===== src/rtl/aes_key_sched_ctrl.sv =====
// AES-128 key schedule sequencer.
// Drives an external single-round KeyExpansion unit ten times, stores the eleven
// round keys in a register file and serves them through a registered read port.
module aes_key_sched_ctrl #(
   parameter int unsigned EXP_LAT = 1
) (
   input  logic         clk,
   input  logic         rst,
   input  logic [127:0] key_in,
   input  logic         key_valid,
   output logic         key_ready,
   input  logic         flush,
   output logic [127:0] exp_key_in,
   output logic [7:0]   exp_rcon,
   output logic         exp_start,
   input  logic [127:0] exp_key_out,
   output logic         busy,
   output logic         done,
   output logic         keys_valid,
   input  logic [3:0]   rk_rd_addr,
   output logic [127:0] rk_rd_data
);

   typedef enum logic [1:0] {StIdle, StRun, StCapture} state_e;

   localparam logic [3:0] LastCnt   = 4'(EXP_LAT - 1);
   localparam logic [3:0] LastRound = 4'd10;
   localparam logic [3:0] MaxAddr   = 4'd10;

   state_e         state_q;
   logic [3:0]     round_q;
   logic [3:0]     cnt_q;
   logic [127:0]   exp_key_q;
   logic [7:0]     rcon_q;
   logic           exp_start_q;
   logic           done_q;
   logic           keys_valid_q;
   logic [127:0]   rd_data_q;
   logic [127:0]   rk_q [0:10];

   // GF(2^8) doubling used to step the round constant.
   function automatic logic [7:0] xtime(input logic [7:0] b);
      return {b[6:0], 1'b0} ^ (b[7] ? 8'h1b : 8'h00);
   endfunction

   // Sequencer, register file and read port; flush overrides any state action.
   always_ff @(posedge clk) begin
      if (rst) begin
         state_q      <= StIdle;
         round_q      <= '0;
         cnt_q        <= '0;
         exp_key_q    <= '0;
         rcon_q       <= '0;
         exp_start_q  <= 1'b0;
         done_q       <= 1'b0;
         keys_valid_q <= 1'b0;
         rd_data_q    <= '0;
         for (int i = 0; i < 11; i++) begin
            rk_q[i] <= '0;
         end
      end else begin
         exp_start_q <= 1'b0;
         done_q      <= 1'b0;

         // Reads are gated by the validity flag as it stands before this edge.
         if (!flush && keys_valid_q && (rk_rd_addr <= MaxAddr)) begin
            rd_data_q <= rk_q[rk_rd_addr];
         end else begin
            rd_data_q <= '0;
         end

         if (flush) begin
            state_q      <= StIdle;
            keys_valid_q <= 1'b0;
         end else begin
            unique case (state_q)
               StIdle: begin
                  if (key_valid) begin
                     rk_q[0]      <= key_in;
                     exp_key_q    <= key_in;
                     rcon_q       <= 8'h01;
                     round_q      <= 4'd1;
                     cnt_q        <= '0;
                     keys_valid_q <= 1'b0;
                     exp_start_q  <= 1'b1;
                     state_q      <= StRun;
                  end
               end
               StRun: begin
                  if (cnt_q == LastCnt) begin
                     state_q <= StCapture;
                  end else begin
                     cnt_q <= cnt_q + 4'd1;
                  end
               end
               StCapture: begin
                  rk_q[round_q] <= exp_key_out;
                  if (round_q == LastRound) begin
                     done_q       <= 1'b1;
                     keys_valid_q <= 1'b1;
                     state_q      <= StIdle;
                  end else begin
                     exp_key_q   <= exp_key_out;
                     rcon_q      <= xtime(rcon_q);
                     round_q     <= round_q + 4'd1;
                     cnt_q       <= '0;
                     exp_start_q <= 1'b1;
                     state_q     <= StRun;
                  end
               end
               default: state_q <= StIdle;
            endcase
         end
      end
   end

   assign key_ready  = (state_q == StIdle);
   assign busy       = (state_q != StIdle);
   assign exp_key_in = exp_key_q;
   assign exp_rcon   = rcon_q;
   assign exp_start  = exp_start_q;
   assign done       = done_q;
   assign keys_valid = keys_valid_q;
   assign rk_rd_data = rd_data_q;

endmodule

===== config.mk =====
export PLATFORM = sky130hd
export DESIGN_NAME = aes_key_sched_ctrl
export DESIGN_NICKNAME = d
export VERILOG_FILES = /design/src/rtl/aes_key_sched_ctrl.sv
export SDC_FILE = /design/constraint.sdc
export NUM_CORES = 2
export LEC_CHECK = 0
export ABC_AREA = 1
export ABC_CLOCK_PERIOD_IN_PS = 11000
export BUFFER_PORTS_ARGS = -buffer_cell sky130_fd_sc_hd__buf_4
export CORE_MARGIN = 2
export CORE_UTILIZATION = 45
export DETAILED_ROUTE_END_ITERATION = 8
export PLACE_DENSITY = 0.68
export SYNTH_ARGS = -nofsm -noshare
export SYNTH_HDL_FRONTEND = slang
export SYNTH_SLANG_ARGS = --single-unit

===== constraint.sdc =====
create_clock -name clk -period 11 [get_ports clk]
set_input_delay 0.55 -clock clk [delete_from_list [all_inputs] [get_ports clk]]
set_output_delay 0.55 -clock clk [all_outputs]
set_load 0.01 [all_outputs]

==> key figures <==
Outcome
  • Status: finished, final reports clean

Logic synthesis
  • Syn. warnings: 0
  • Largest cells by area after synthesis: edfxtp_1, nand2_1, dfxtp_1, nor2_1, nand3_1
  • Count of flip-flops with a built-in enable after synthesis: about 1300
  • Synth cell count leaders: nand2_1, nor2_1, edfxtp_1, nand3_1, dfxtp_1
  • Avg Cell Area, Syn: ~8.8 um2
  • Yosys reg bits: ~1700
  • Register area share after synthesis: between 60% and 70%
  • Synthesized Nets: slightly below 9000
  • Cell accounting for the most synthesized area: edfxtp_1
  • Synth unique cells: 30
  • Cell count after synthesis: around 8400
  • Most common cell in the synthesized netlist: nand2_1
  • Asr flop ratio synth: 0%
  • Main synth FF type: edfxtp_1
  • Post-synth top area share: roughly half
  • Synth Cell Area: between 70000 and 80000 um2

Global route
  • Largest net degree at the start of global routing: ~170
  • Total gr overflow: 0
  • Gr usage total: roughly 28%
  • First-pass GRT wire length: 359000 um
  • Initial antenna violation count: 22
  • Vias in the first global route: between 50000 and 60000

Power
  • Comb pwr share: under 10%
  • Cell area power density: 166 nW/um2
  • Internal: approximately 0.011 W
  • Share of power burned in registers: between 50% and 60%
  • Switch Pwr: between 0.003 and 0.004 W
  • Final Power: about 0.014 W
  • Worst vdd ir: between 0.00015 and 0.0002 V
  • Static Leak: around 34 nW
  • Switching Fraction: about 24%
  • Clock power frac: roughly two fifths

Floorplanning
  • Top Ports: 533
  • Row cnt: 149
  • Initial Utilization: about 45%
  • Die Wd: 410 um
  • Die ar.: 169000 um2
  • Die Y: just over 400 um
  • Core Area: roughly 160000 um2

Routing
  • Initial DRC count: a little under 8000
  • Via count: just over 60000
  • Remaining DRCs: 0
  • Vias/cell: approximately 5.5
  • Remaining antenna violation count: 0
  • WL final: 242000 um
  • Drt wl/cell: 22.1 um
  • Detailed Routing Iterations Pass 1: 6

Critical path
  • Arrival @ worst endpoint: between 6 and 7 ns
  • Worst path slowest cell: nand2_4
  • Worst setup path start: state_q[1]
  • CP Launch Type: flop
  • Critical Path Stages: 11
  • CP peak stage delay: 1.10 ns
  • R2R Path Start: state_q[1]
  • Most frequent CP cell: buf_4
  • Reg2Reg Depth: 11
  • CP Cell Sequence: inv_2 -> nor2_4 -> buf_4 -> buf_4 -> nand3_1 -> nand2_1 -> nand2_1 -> inv_2 -> nand2_4 -> nand2_4 -> buf_4
  • Cell family with most CP delay: buffers and inverters
  • CP Data Required Time: approximately 11 ns
  • CP Max Fanout: 84
  • CP Class: flop to flop
  • CP endpoint kind: flop
  • R2R setup slack: 5.29 ns
  • Worst path bufs/invs: 5
  • Worst Setup EP: rk_q[0][78]
  • R2r endpoint: rk_q[0][78]

CTS
  • PostCTS Resize Cnt: 0
  • CTS Root Cell: clkbuf_16
  • Clk buf depth: 3
  • H-tree levels: 4
  • CTS Sinks: ~1700
  • Skew-Pair Late Insertion Delay: just over 0.8 ns
  • CTS tree: built
  • Num CTS Buffers: ~180
  • Setup Buffers After CTS: 0
  • Clock transition at the registers of the reported paths: approximately 0.060 ns
  • Hold buffer count at CTS: 0

STA
  • Max Freq: roughly 0.18 GHz
  • Slew @ Worst Pin: about 1.3 ns
  • Fin Clk Skew: 0.0325 ns
  • Final setup vio count: 0
  • Final hold vios: 0
  • Setup TNS: 0 ns
  • Slew margin rel.: 11.9%
  • Pins Over Slew Limit: 0
  • Fin crit share: 51.9%
  • Crit path time final: approximately 5.7 ns
  • Unrepaired setup endpoints after global routing: no

Final layout
  • Area of the multi-input gates: approximately 24000 um2
  • Register area: 46500 um2
  • Nets@finish: 8827
  • Area Overhead vs Synth: 14.2%
  • Layout cells sized above 1: between 10 and 15%
  • Filler cells: around 15000

Place
  • Port bufs: ~530
  • Global placer's final weighted congestion: 0.881
  • Detailed Place HPWL: ~140000 um

Flow run
  • Max Cap Viol: 0

Hold path
  • HP Class: input pin to flop
per-stage QoR:
step                hold slack [ns]  std cells  utilization [%]  area (um2)  setup WS, ns
finish                       0.0558      10900             51.6       84900          5.29
global route                 0.0555      10900             51.6       84900          4.97
CTS                         0.00947      10900             51.6       84900          5.36
detailed placement            0.454      10600             48.1       79200          5.09
global placement              0.451      10600             48.1       79200          5.19
floorplan                     0.456       8428                -       74400          2.98
how the worst min path moves through the flow:
stage | slack, ns | cells past startpoint | end | from
2_1_floorplan | 0.46 | 2 | rk_q[10][99] | rk_q[10][99]
3_3_place_gp | 0.45 | 2 | exp_key_in[126] | exp_key_in[126]
3_5_place_dp | 0.45 | 2 | exp_key_in[85] | exp_key_in[85]
4_1_cts | 0.009 | 3 | rk_q[9][96] | exp_key_out[96]
5_1_grt | 0.06 | 3 | rk_q[9][98] | exp_key_out[98]
6_report | 0.06 | 3 | rk_q[9][96] | exp_key_out[96]
logic make-up (layout without fill, tap and decap cells):
kind of cell	Yosys count	after routing	synth area share, %
adder cells (fa/ha/maj)	4	4	0.0673
other	0	4	0
buffers and inverters	1010	1298	5.56
XOR/XNOR	1	1	0.0118
AND/OR/NAND/NOR	5187	5187	28.0
flip-flops	1685	1685	62.6
AO/OA/AOI/OAI	541	541	3.75
metal layers:
metal	vias to the layer above	GRT usage [%]	share of wire (%)
met5	-	0	0.061
met4	24	11.9	4.2
met3	513	6.67	11
met2	3253	44.3	46
met1	28900	37.0	39
li1	27700	-	-
registers in the layout, indices dropped and copies added (netlist names):
signal and count:
cnt_q 4, exp_start 1, exp_rcon 8, done 1, state_q 2, rk_q 1408, exp_key_in 128, round_q 4
keys_valid 1, rk_rd_data 128
power by group through the flow:
stage / sequential (W) / clock [W] / combinational (W)
after floorplan: 0.00729 / 0 / 0.000620
after global placement: 0.00726 / 0 / 0.00108
after detailed placement: 0.00726 / 0 / 0.00110
after CTS: 0.00713 / 0.00594 / 0.00110
after global routing: 0.00715 / 0.00619 / 0.00120
final: 0.00713 / 0.00589 / 0.00111
tightest hold or removal path, stage by stage:
cell and delay (ns):
buf_4 0.08, nand2_1 0.05, o21ai_2 0.08
layout make-up:
| cell class | instances | area share, % |
|---|---|---|
| clock inverter | 75 | 0.885 |
| sequential | 1685 | 54.8 |
| timing repair buffer | 630 | 5.62 |
| tap | 2189 | 3.23 |
| antenna | 4 | 0.0118 |
| inverter | 332 | 1.50 |
| multi-input combinational | 5733 | 28.1 |
| clock buffer | 261 | 5.83 |
cells in the final DEF, fill, tap and decap left out, types with 4 or more instances in the layout:
cell type	netlist	final
nand2_1	2688	2665
nor2_1	1445	1444
edfxtp_1	1280	1280
nand3_1	1036	1036
buf_4	19	624
dfxtp_1	405	405
a21oi_1	291	290
inv_1	278	276
clkbuf_16	0	179
o21ai_0	184	171
clkbuf_1	393	62
inv_2	44	42
o21ai_1	22	35
o22ai_1	33	33
clkinv_1	10	32
nand2_4	0	23
clkinv_2	0	23
clkbuf_8	0	16
o21ai_2	9	9
nand4_1	8	8
bufinv_16	0	8
inv_6	0	7
clkinv_8	0	6
diode_2	0	4
ha_1	4	4
Power figures use the tool's default switching activity.
